<file path="src/rtl/my_pkg.sv">
// my_pkg: shared immediate-format enum, skid-buffer state enum, RV opcodes and default width
package my_pkg;
  localparam int DATA_WIDTH = 32;
  localparam logic [6:0] OP_LOAD   = 7'b0000011;
  localparam logic [6:0] OP_FENCE  = 7'b0001111;
  localparam logic [6:0] OP_IMM    = 7'b0010011;
  localparam logic [6:0] OP_AUIPC  = 7'b0010111;
  localparam logic [6:0] OP_STORE  = 7'b0100011;
  localparam logic [6:0] OP_OP     = 7'b0110011;
  localparam logic [6:0] OP_LUI    = 7'b0110111;
  localparam logic [6:0] OP_BRANCH = 7'b1100011;
  localparam logic [6:0] OP_JALR   = 7'b1100111;
  localparam logic [6:0] OP_JAL    = 7'b1101111;
  localparam logic [6:0] OP_SYSTEM = 7'b1110011;
  typedef enum logic [2:0] {
    FMT_I    = 3'd0,
    FMT_S    = 3'd1,
    FMT_B    = 3'd2,
    FMT_U    = 3'd3,
    FMT_J    = 3'd4,
    FMT_Z    = 3'd5,
    FMT_NONE = 3'd7
  } imm_fmt_t;
  typedef enum logic [1:0] {ST_EMPTY, ST_ONE, ST_TWO} skid_st_t;
endpackage

</file>
<file path="src/rtl/imm_decode.sv">
// imm_decode: combinational RV immediate extraction (inst -> imm, fmt, illegal).
// Ports: inst (ILEN) in; imm (XLEN), fmt (imm_fmt_t), illegal out.
// IMM_GEN_ZICSR_EN: when defined, SYSTEM with funct3[2]=1 decodes as FMT_Z (uimm in inst[19:15]).
module imm_decode
  import my_pkg::*;
#(
  parameter int XLEN = DATA_WIDTH,
  parameter int ILEN = 32
) (
  input  logic [ILEN-1:0] inst,
  output logic [XLEN-1:0] imm,
  output imm_fmt_t        fmt,
  output logic            illegal
);
  // Every format is first built as a 32-bit value whose bit 31 is the extension bit,
  // so one signed cast handles both XLEN=32 and XLEN=64 (Z keeps bit 31 clear).
  logic signed [31:0] raw;
  always_comb begin
    raw = '0;
    fmt = FMT_NONE;
    illegal = 1'b0;
    if (inst[1:0] != 2'b11) illegal = 1'b1;
    else case (inst[6:0])
      OP_IMM, OP_LOAD, OP_JALR: begin
        fmt = FMT_I;
        raw = {{20{inst[31]}}, inst[31:20]};
      end
      OP_STORE: begin
        fmt = FMT_S;
        raw = {{20{inst[31]}}, inst[31:25], inst[11:7]};
      end
      OP_BRANCH: begin
        fmt = FMT_B;
        raw = {{19{inst[31]}}, inst[31], inst[7], inst[30:25], inst[11:8], 1'b0};
      end
      OP_LUI, OP_AUIPC: begin
        fmt = FMT_U;
        raw = {inst[31:12], 12'b0};
      end
      OP_JAL: begin
        fmt = FMT_J;
        raw = {{11{inst[31]}}, inst[31], inst[19:12], inst[20], inst[30:21], 1'b0};
      end
      OP_OP, OP_FENCE: ;
      OP_SYSTEM: begin
`ifdef IMM_GEN_ZICSR_EN
        if (inst[14]) begin
          fmt = FMT_Z;
          raw = {27'b0, inst[19:15]};
        end
`endif
      end
      default: illegal = 1'b1;
    endcase
  end
  assign imm = XLEN'(raw);
endmodule

</file>
<file path="src/rtl/imm_gen_pipe.sv">
// imm_gen_pipe: immediate decoder followed by a two-entry skid buffer (1-cycle latency).
// Ports: clk, rst (async, active-high); in_valid/in_ready/in_inst accept side;
// out_valid/out_ready result side with out_imm, out_fmt, out_illegal.
// IMM_GEN_ZICSR_EN: enables the Z (CSR uimm) format in imm_decode.
module imm_gen_pipe
  import my_pkg::*;
#(
  parameter int XLEN = DATA_WIDTH,
  parameter int ILEN = 32
) (
  input  logic            clk,
  input  logic            rst,
  input  logic            in_valid,
  output logic            in_ready,
  input  logic [ILEN-1:0] in_inst,
  output logic            out_valid,
  input  logic            out_ready,
  output logic [XLEN-1:0] out_imm,
  output imm_fmt_t        out_fmt,
  output logic            out_illegal
);
  typedef struct packed {
    logic [XLEN-1:0] imm;
    imm_fmt_t        fmt;
    logic            ill;
  } ent_t;
  localparam ent_t ENT_RST = '{imm: '0, fmt: FMT_NONE, ill: 1'b0};
  ent_t dec_d, head_q, skid_q;
  skid_st_t state_q;
  logic in_ready_q, out_valid_q;
  imm_decode #(.XLEN(XLEN), .ILEN(ILEN)) u_dec (
    .inst    (in_inst),
    .imm     (dec_d.imm),
    .fmt     (dec_d.fmt),
    .illegal (dec_d.ill)
  );
  wire acc  = in_valid & in_ready_q;
  wire fire = out_valid_q & out_ready;
  // head_q always drives the outputs; skid_q only holds the entry that arrived while stalled.
  always_ff @(posedge clk or posedge rst)
    if (rst) begin
      state_q <= ST_EMPTY;
      in_ready_q <= 1'b1;
      out_valid_q <= 1'b0;
      head_q <= ENT_RST;
      skid_q <= ENT_RST;
    end else begin
      case (state_q)
        ST_EMPTY: if (acc) begin
          head_q <= dec_d;
          state_q <= ST_ONE;
          out_valid_q <= 1'b1;
        end
        ST_ONE: if (acc && !fire) begin
          skid_q <= dec_d;
          state_q <= ST_TWO;
          in_ready_q <= 1'b0;
        end else if (acc) head_q <= dec_d;
        else if (fire) begin
          state_q <= ST_EMPTY;
          out_valid_q <= 1'b0;
        end
        ST_TWO: if (fire) begin
          head_q <= skid_q;
          state_q <= ST_ONE;
          in_ready_q <= 1'b1;
        end
        default: state_q <= ST_EMPTY;
      endcase
    end
  assign in_ready = in_ready_q;
  assign out_valid = out_valid_q;
  assign out_imm = head_q.imm;
  assign out_fmt = head_q.fmt;
  assign out_illegal = head_q.ill;
endmodule

</file>
<file path="config.mk">
export PLATFORM = sky130hd
export DESIGN_NAME = imm_gen_pipe
export DESIGN_NICKNAME = d
export VERILOG_FILES = /design/src/rtl/my_pkg.sv /design/src/rtl/imm_decode.sv /design/src/rtl/imm_gen_pipe.sv
export SDC_FILE = /design/constraint.sdc
export NUM_CORES = 1
export LEC_CHECK = 0
export ABC_AREA = 1
export ABC_CLOCK_PERIOD_IN_PS = 2900
export BUFFER_PORTS_ARGS = -buffer_cell sky130_fd_sc_hd__buf_4
export CORE_MARGIN = 8
export CORE_UTILIZATION = 56
export DETAILED_ROUTE_END_ITERATION = 8
export PLACE_DENSITY = 0.8
export SLEW_MARGIN = 5
export SYNTH_ARGS = -nofsm -noshare
export SYNTH_HDL_FRONTEND = slang
export SYNTH_HIERARCHICAL = 1
export SYNTH_SLANG_ARGS = --single-unit
</file>
<file path="constraint.sdc">
create_clock -name clk -period 2.9 [get_ports clk]
set_clock_uncertainty 0.1 [all_clocks]
set_input_delay 0.29 -clock clk [delete_from_list [all_inputs] [get_ports clk]]
set_output_delay 0.29 -clock clk [all_outputs]
set_load 0.02 [all_outputs]
</file>
==> out/metrics.csv, run 1 <==
metric,value,unit
outcome,"complete, no violations",
chipHeight,102,um
sequentialPowerShare,53.3,%
timing.final.hold_violations,0,
final_layout_size_suffix_gt1_share,19.4,%
holdCritPathClass,in -> async,
antennaDiodeCount,0,
placeableCoreArea,7180,sq um
maxClockFrequency,490,MHz
worst_ir_drop_vdd,0.206,mV
dr_total_vias,3924,
synthesis.nets,611,
critical_path.slowest_cell,sky130_fd_sc_hd__nand2_2,
drcViolationCount,0,
dieArea,10300,sq um
stdcell_area,4830,sq um
p_leak,0.00293,uW
first_pass_iters,5,
worstPathArrival,2.23,ns
regArea,1910,sq um
cp.required,3.09,ns
largest_net_degree_at_the_start_of_global_routing,77,
multi_input_area,1920,sq um
power_density,412,nW/um^2
synth.top_cells.by_area,"sky130_fd_sc_hd__dfrtp_1 42%, sky130_fd_sc_hd__nand2_1 28%, sky130_fd_sc_hd__nand3_1 12%",
synth-edff-count,0,
p_clk_share,41.4,%
switchingPower,480,uW
core.rowCount,31,
cts_buffers,9,
start_kind,flop,
critical_path.max_fanout,39,
rsz0062_at_grt,no,
via_per_inst,5.32,
hold-worst-slack,0.118,ns
timing.max_slew.rel_slack,36.9,%
globalRoute.totalOverflow,0,
tritoncts_clock_tree,done,
setup.worst_path.end_class,flop,
power_frac_comb,5.3,%
number_of_setup_buffers_added_after_cts,0,
synth.yosys.seq_area_share,46.6,%
final_nets,670,
synthArstFlopShare,100,%
antenna_found_initial,0,
yosys_warnings,6,
start_util,57.1,%
timing.reg2reg.worst_path_depth,6,
postSynthCellCount,575,
cts.htree.levels,3,
setup_tns,0,ns
die_x,102,um
clk_path_buf_depth,2,
reg2reg_to,out_imm[3],
critPathLaunch,state_q[0],
synth_area,4100,sq um
drt-initial-drc-count,323,
maxcap_viol_count,0,
port_buffer_count,73,
place_congestion,0.888,
regToRegSetupSlack,0.86,ns
synth.most_common_cell,sky130_fd_sc_hd__nand2_1,
timing_worst_setup_path_type,reg -> reg,
finalWirelength,10700,um
detailedPlacementHpwl,7350,um
num-fill-cells,635,
cp_common_cell,sky130_fd_sc_hd__nand2_1,
min_period_over_period,70.3,%
syn_area_per_cell,7.12,sq um
placed_cell_area,4630,sq um
setup-violations-final,0,
critical_path.cell_chain,inv_1 > buf_4 > nand4_1 > nand2_2 > nand2_1 > nand2_1,
final.min_clock_period,2.04,ns
flow.area_growth_from_synthesis,17.8,%
p_int,1510,uW
slew_violations,0,
boundaryPins,74,
wire_per_inst,14.5,um
source_to_sink_clock_delay_at_the_later_pin_of_the_worst_skew_pair,0.36,ns
final_antenna_net_count,0,
synth.largest_area_cell,sky130_fd_sc_hd__dfrtp_1,
worstReg2RegStart,state_q[0],
synth.distinct_cells,20,
critical_path.max_stage_delay,0.53,ns
synth_common_cells,"307 x sky130_fd_sc_hd__nand2_1, 101 x sky130_fd_sc_hd__nand3_1, 69 x sky130_fd_sc_hd__dfrtp_1, 18 x sky130_fd_sc_hd__buf_2, 16 x sky130_fd_sc_hd__inv_1",
clock_sinks,76,
cts.root.buffer_cell,sky130_fd_sc_hd__clkbuf_8,
grt_pass1_wl,17800,um
power_switching_share,24.2,%
grt_pass1_vias,3865,
synth_top_area_share,42.2,%
grt_usage,21.7,%
worst_slew_pin_slew,0.947,ns
ys_seq_elements,76,
cts_hold_repair.buffers,0,
cts.repair.resized,0,
ys.flop_type,sky130_fd_sc_hd__dfrtp_1,
clk_transition_reported_paths,0.09,ns
final cells by class:
class	count	area share, %
well taps	99	2.57
clock buffers	10	2.64
inverters	20	1.56
flip-flops and latches	76	39.6
clock inverters	6	1.53
repair buffers	80	12.4
multi-input cells	447	39.7
metrics by stage:
| step | worst slack (ns) | power (uW) | util (%) | cells |
|---|---|---|---|---|
| floorplan | 0.583 | 1130 | - | 575 |
| global placement | 1.04 | 1190 | 64.5 | 722 |
| detailed placement | 0.966 | 1190 | 64.5 | 722 |
| CTS | 0.907 | 2000 | 67.3 | 738 |
| global route | 0.740 | 2060 | 67.3 | 738 |
| finish | 0.860 | 1990 | 67.3 | 738 |
cell families after synthesis:
kind of cell | after synthesis | share of synthesized area, %
AOI/OAI and AO/OA | 7 | 0.855
DFF | 76 | 46.6
buffers and inverters | 52 | 6.60
and+or+nand+nor | 440 | 45.9
routing by layer:
metal	wire, um	global-route usage, %
met1	4750	27.6
met2	4970	34.5
met3	829	6.25
met4	161	6.87
met5	0	0
registers in the layout, summed over array words and instances (netlist names):
signal       flops
out_imm         32
out_valid        1
skid_q          36
state_q          2
in_ready         1
out_fmt          3
out_illegal      1
placed cells by master (no fill, tap or decap):
| master | n |
|---|---|
| sky130_fd_sc_hd__a21oi_1 | 2 |
| sky130_fd_sc_hd__buf_4 | 80 |
| sky130_fd_sc_hd__bufinv_16 | 1 |
| sky130_fd_sc_hd__clkbuf_1 | 1 |
| sky130_fd_sc_hd__clkbuf_8 | 9 |
| sky130_fd_sc_hd__clkinv_4 | 4 |
| sky130_fd_sc_hd__dfrtp_1 | 69 |
| sky130_fd_sc_hd__dfstp_2 | 7 |
| sky130_fd_sc_hd__inv_1 | 15 |
| sky130_fd_sc_hd__inv_2 | 5 |
| sky130_fd_sc_hd__inv_6 | 1 |
| sky130_fd_sc_hd__nand2_1 | 307 |
| sky130_fd_sc_hd__nand2_2 | 6 |
| sky130_fd_sc_hd__nand2_4 | 4 |
| sky130_fd_sc_hd__nand3_1 | 101 |
| sky130_fd_sc_hd__nand4_1 | 2 |
| sky130_fd_sc_hd__nor2_1 | 12 |
| sky130_fd_sc_hd__nor2_2 | 2 |
| sky130_fd_sc_hd__nor2_4 | 4 |
| sky130_fd_sc_hd__nor2_8 | 1 |
| sky130_fd_sc_hd__nor3_1 | 1 |
| sky130_fd_sc_hd__o21ai_0 | 5 |
worst max-delay path by stage:
| stage | to | cells after the start |
|---|---|---|
| 4_1_cts | out_imm[3] | 6 |
| 3_3_place_gp | out_imm[23] | 6 |
| 6_report | out_imm[3] | 6 |
| 3_5_place_dp | out_imm[8] | 6 |
| 2_1_floorplan | out_illegal | 1 |
| 5_1_grt | out_illegal | 6 |
critical path, delay by kind of cell (launching register included):
family	cells	cell delay (ns)
and+or+nand+nor	4	1.00
buffers and inverters	2	0.46
DFF	1	0.41
power by group through the flow:
| stage | registers [uW] | clock network [uW] | logic [uW] |
|---|---|---|---|
| 5_1_grt | 1060 | 886 | 118 |
| 6_report | 1060 | 822 | 106 |
| 4_1_cts | 1060 | 836 | 107 |
| 3_5_place_dp | 1080 | 0 | 106 |
| 2_1_floorplan | 1080 | 0 | 46.9 |
| 3_3_place_gp | 1080 | 0 | 106 |
No activity file was read; power rests on OpenSTA's default activity.
==> inputs of run 2 (changes only) <==
--- a/config.mk
+++ b/config.mk
@@ -5,13 +5,13 @@
 export SDC_FILE = /design/constraint.sdc
 export NUM_CORES = 1
 export LEC_CHECK = 0
-export ABC_AREA = 1
-export ABC_CLOCK_PERIOD_IN_PS = 2900
+export ABC_AREA = 0
+export ABC_CLOCK_PERIOD_IN_PS = 1700
 export BUFFER_PORTS_ARGS = -buffer_cell sky130_fd_sc_hd__buf_4
 export CORE_MARGIN = 8
-export CORE_UTILIZATION = 56
+export CORE_UTILIZATION = 50
 export DETAILED_ROUTE_END_ITERATION = 8
-export PLACE_DENSITY = 0.8
+export PLACE_DENSITY = 0.76
 export SLEW_MARGIN = 5
 export SYNTH_ARGS = -nofsm -noshare
 export SYNTH_HDL_FRONTEND = slang
==> constraint.sdc (replaced) <==
create_clock -name clk -period 1.7 [get_ports clk]
set_clock_uncertainty 0.1 [all_clocks]
set_input_delay 0.17 -clock clk [delete_from_list [all_inputs] [get_ports clk]]
set_output_delay 0.17 -clock clk [all_outputs]
set_load 0.02 [all_outputs]
==> run 2 against run 1 <==
Net effect:
- the flow now finishes with violations (negative setup slack)
- fmax increased by 14%
- first-iteration DRC count decreased by 67%
- global-route usage decreased by 4.2 points
- clock power increased by 73%
- die area increased by 5.5%
- critical path depth decreased by 1
- sequential power increased by 71%
- non-clock buffer count increased by 35
- worst setup slack got worse by 0.95 ns
- count of clock-buffer cells in the layout increased by 1
- final cell count decreased by 31%
==> out/metrics.csv, run 2 <==
metric,value,unit,change
tritoncts_clock_tree,done,,
cp.required,1.83,ns,-1.26 ns
synth.top_cells.by_area,"sky130_fd_sc_hd__dfrtp_1 44%, sky130_fd_sc_hd__mux2_2 31%, sky130_fd_sc_hd__dfstp_2 4.7%",,
post_layout_nonfiller_instances,507,,-31%
timing.reg2reg.worst_path_depth,5,,-1
clk_transition_reported_paths,0.08,ns,about the same
timing.max_slew.rel_slack,64.4,%,+28 points
grt_pass1_vias,3013,,-22%
min_period_over_period,105,%,+35 points
timing.final.hold_violations,0,,unchanged
power_frac_comb,7.5,%,+2.2 points
chipHeight,104,um,+2.7%
number_of_cells_in_the_design_after_placement,481,,-33%
grt_pass1_wl,15200,um,-15%
worst_path_dominant_cell_family,flip-flops,,
cts.root.buffer_cell,sky130_fd_sc_hd__clkbuf_8,,
final_nets,436,,-35%
place_congestion,0.801,,-9.8%
critical_path.cell_chain,nand2_2 > o32ai_4 > buf_12 > clkbuf_16 > mux2_2,,
antennaDiodeCount,0,,unchanged
via_per_inst,5.48,,+3.1%
cts.htree.levels,3,,unchanged
sequentialPowerShare,51.8,%,-1.5 points
synth.yosys.seq_area_share,49.0,%,+2.4 points
dieArea,10900,sq um,+5.5%
critical_path.max_fanout,5,,-87%
maxcap_viol_count,0,,unchanged
hold-path-endpoint,skid_q[21],,
flow.area_growth_from_synthesis,35.8,%,
p_clk_share,40.6,%,-0.8 points
setup.worst_path.end_class,flop,,
synth_common_cells,"109 x sky130_fd_sc_hd__mux2_2, 69 x sky130_fd_sc_hd__dfrtp_1, 19 x sky130_fd_sc_hd__a21o_1, 11 x sky130_fd_sc_hd__buf_2, 8 x sky130_fd_sc_hd__nand2_1",,
num-fill-cells,555,,-13%
largest_register_ffs,36,,unchanged
final_antenna_net_count,0,,unchanged
detailedPlacementHpwl,6420,um,-13%
final_cell_mix,"98 x sky130_fd_sc_hd__buf_4, 83 x sky130_fd_sc_hd__mux2_2, 67 x sky130_fd_sc_hd__dfrtp_1",,
antenna_found_initial,0,,unchanged
clock_sinks,76,,unchanged
synthesis.nets,327,,-46%
cp.buffers_inverters,2,,unchanged
synth.most_common_cell,sky130_fd_sc_hd__mux2_2,,
synth-edff-count,0,,unchanged
hold_path_startpoint,in_inst[17],,
port_buffer_count,73,,unchanged
drt-initial-drc-count,105,,-67%
power_switching_share,23.6,%,-0.55 points
yosys_warnings,6,,unchanged
synth_top_area_share,44.3,%,+2.1 points
violations,negative setup slack,,
clk_path_buf_depth,2,,unchanged
worst_slew_pin_slew,0.531,ns,-0.416 ns
start_util,51.0,%,-6.1 points
worstPathArrival,1.92,ns,-0.31 ns
placement.setup.worst_slack,-0.298,ns,-1.26 ns
syn_area_per_cell,13.4,sq um,+88%
switchingPower,824,uW,+71%
source_to_sink_clock_delay_at_the_later_pin_of_the_worst_skew_pair,0.35,ns,about the same
reg2reg_to,out_imm[20],,
rsz0062_at_grt,yes,,
boundaryPins,74,,unchanged
ys_seq_elements,76,,unchanged
dr_total_vias,2779,,-29%
maxClockFrequency,560,MHz,+14%
hold-path-cell-count,3,,
grt_usage,17.5,%,-4.2 points
slew_violations,0,,unchanged
critical_path.slowest_cell,sky130_fd_sc_hd__dfstp_2,,
die_x,104,um,+2.7%
largest_register,skid_q,,
synthArstFlopShare,100,%,unchanged
placeableCoreArea,7650,sq um,+6.6%
p_int,2660,uW,+77%
start_kind,flop,,
postSynthCellCount,291,,-49%
final.min_clock_period,1.79,ns,-0.255 ns
cts_buffers,9,,unchanged
outcome,"complete, but fails checks",,
wire_per_inst,19.8,um,+36%
layout_setup_ws,-0.0852,ns,-0.945 ns
layout_commonest_cell,sky130_fd_sc_hd__buf_4,,
synth_area,3900,sq um,-4.8%
p_leak,0.00276,uW,-5.8%
timing_worst_setup_path_type,reg -> reg,,
first_pass_iters,4,,-1
globalRoute.totalOverflow,0,,unchanged
largest_net_degree_at_the_start_of_global_routing,77,,unchanged
core.rowCount,32,,+3.2%
final_layout_size_suffix_gt1_share,64.2,%,+45 points
worst_ir_drop_vdd,0.485,mV,+140%
ys.flop_type,sky130_fd_sc_hd__dfrtp_1,,
setup-violations-final,52,,+52
power_density,659,nW/um^2,+60%
regToRegSetupSlack,-0.09,ns,-0.95 ns
critical_path.max_stage_delay,0.55,ns,+0.02 ns
synth.largest_area_cell,sky130_fd_sc_hd__dfrtp_1,,
holdCritPathClass,in -> reg,,
drcViolationCount,0,,unchanged
synth.distinct_cells,42,,+110%
worstReg2RegStart,in_ready,,
finalWirelength,10000,um,-6.3%
run 2: cell count changes after synthesis, moves of 5 or more:
cell / change
sky130_fd_sc_hd__nand2_1: -299
sky130_fd_sc_hd__mux2_2: +109
sky130_fd_sc_hd__nand3_1: -99
sky130_fd_sc_hd__a21o_1: +19
sky130_fd_sc_hd__inv_1: -12
sky130_fd_sc_hd__nor2_1: -9
sky130_fd_sc_hd__and2_1: +7
sky130_fd_sc_hd__buf_2: -7
sky130_fd_sc_hd__nand2_2: -5
sky130_fd_sc_hd__nand2b_1: +5
sky130_fd_sc_hd__o21ai_0: -5
run 2: worst max path at each step:
stage,start,slack [ns],depth (start not counted),to
2_1_floorplan,in_ready,-0.14,4,out_imm[0]
3_3_place_gp,in_inst[5],-0.29,7,out_imm[26]
3_5_place_dp,in_inst[5],-0.30,7,out_imm[25]
4_1_cts,in_ready,-0.07,5,out_imm[21]
5_1_grt,in_ready,-0.11,5,out_imm[17]
6_report,in_ready,-0.09,5,out_imm[20]
run 2: through the flow:
| stage | hold WS [ns] | setup TNS (ns) | power, uW | util [%] | instance area, sq um |
|---|---|---|---|---|---|
| floorplan | 0.156 | -4.30 | 1960 | - | 3930 |
| global placement | 0.217 | -8.54 | 2100 | 63.0 | 4820 |
| detailed placement | 0.225 | -9.30 | 2100 | 63.0 | 4820 |
| CTS | 0.0586 | -1.50 | 3510 | 67.5 | 5160 |
| global route | 0.0630 | -3.85 | 3610 | 69.2 | 5290 |
| finish | 0.0616 | -1.95 | 3490 | 69.2 | 5290 |
run 2: metal layers:
metal / part of all wire, % / track usage, % / up-vias
met5: 0 / 0 / -
met4: 2.4 / 8.27 / 0
met3: 4.1 / 3.66 / 20
met2: 51 / 29.1 / 55
met1: 43 / 21.0 / 1425
li1: - / - / 1279
run 2: timing repair:
action	in CTS	in global routing
hold buffers	2	0
cloned	1	3
setup endpoints to repair	37	58
pin swaps	1	0
buffers inserted	2	2
gates resized for setup	21	14
endpoints found under the hold margin	70	0
run 2: layout make-up:
cell class              instances  area (sq um)  area share, %
well taps                     102           128           2.41
repair buffers                115          1050           19.8
clock buffers                  11           141           2.67
flip-flops and latches         76          1910           36.1
clock inverters                 5          60.1           1.13
multi-input cells             194          1980           37.5
inverters                       4          21.3          0.402
run 2: power by group through the flow:
| stage | combinational (uW) | sequential [uW] | clock [uW] |
|---|---|---|---|
| 5_1_grt | 285 | 1810 | 1520 |
| 2_1_floorplan | 118 | 1840 | 0 |
| 3_5_place_dp | 257 | 1840 | 0 |
| 4_1_cts | 263 | 1810 | 1440 |
| 3_3_place_gp | 254 | 1840 | 0 |
| 6_report | 263 | 1810 | 1420 |
run 2: cells by family (layout without fill, tap and decap cells):
logic type / after synthesis / count (layout) / share of synthesized area (%)
AND/OR/NAND/NOR: 40 / 40 / 6.45
buffers and inverters: 21 / 135 / 3.14
AO/OA/AOI/OAI: 44 / 44 / 9.53
flip-flops: 76 / 76 / 49.0
multiplexers: 110 / 110 / 31.9
run 2: tightest hold or removal path, stage by stage:
cell and delay (ns):
sky130_fd_sc_hd__buf_4 0.08, sky130_fd_sc_hd__a21o_1 0.10, sky130_fd_sc_hd__mux2_2 0.13
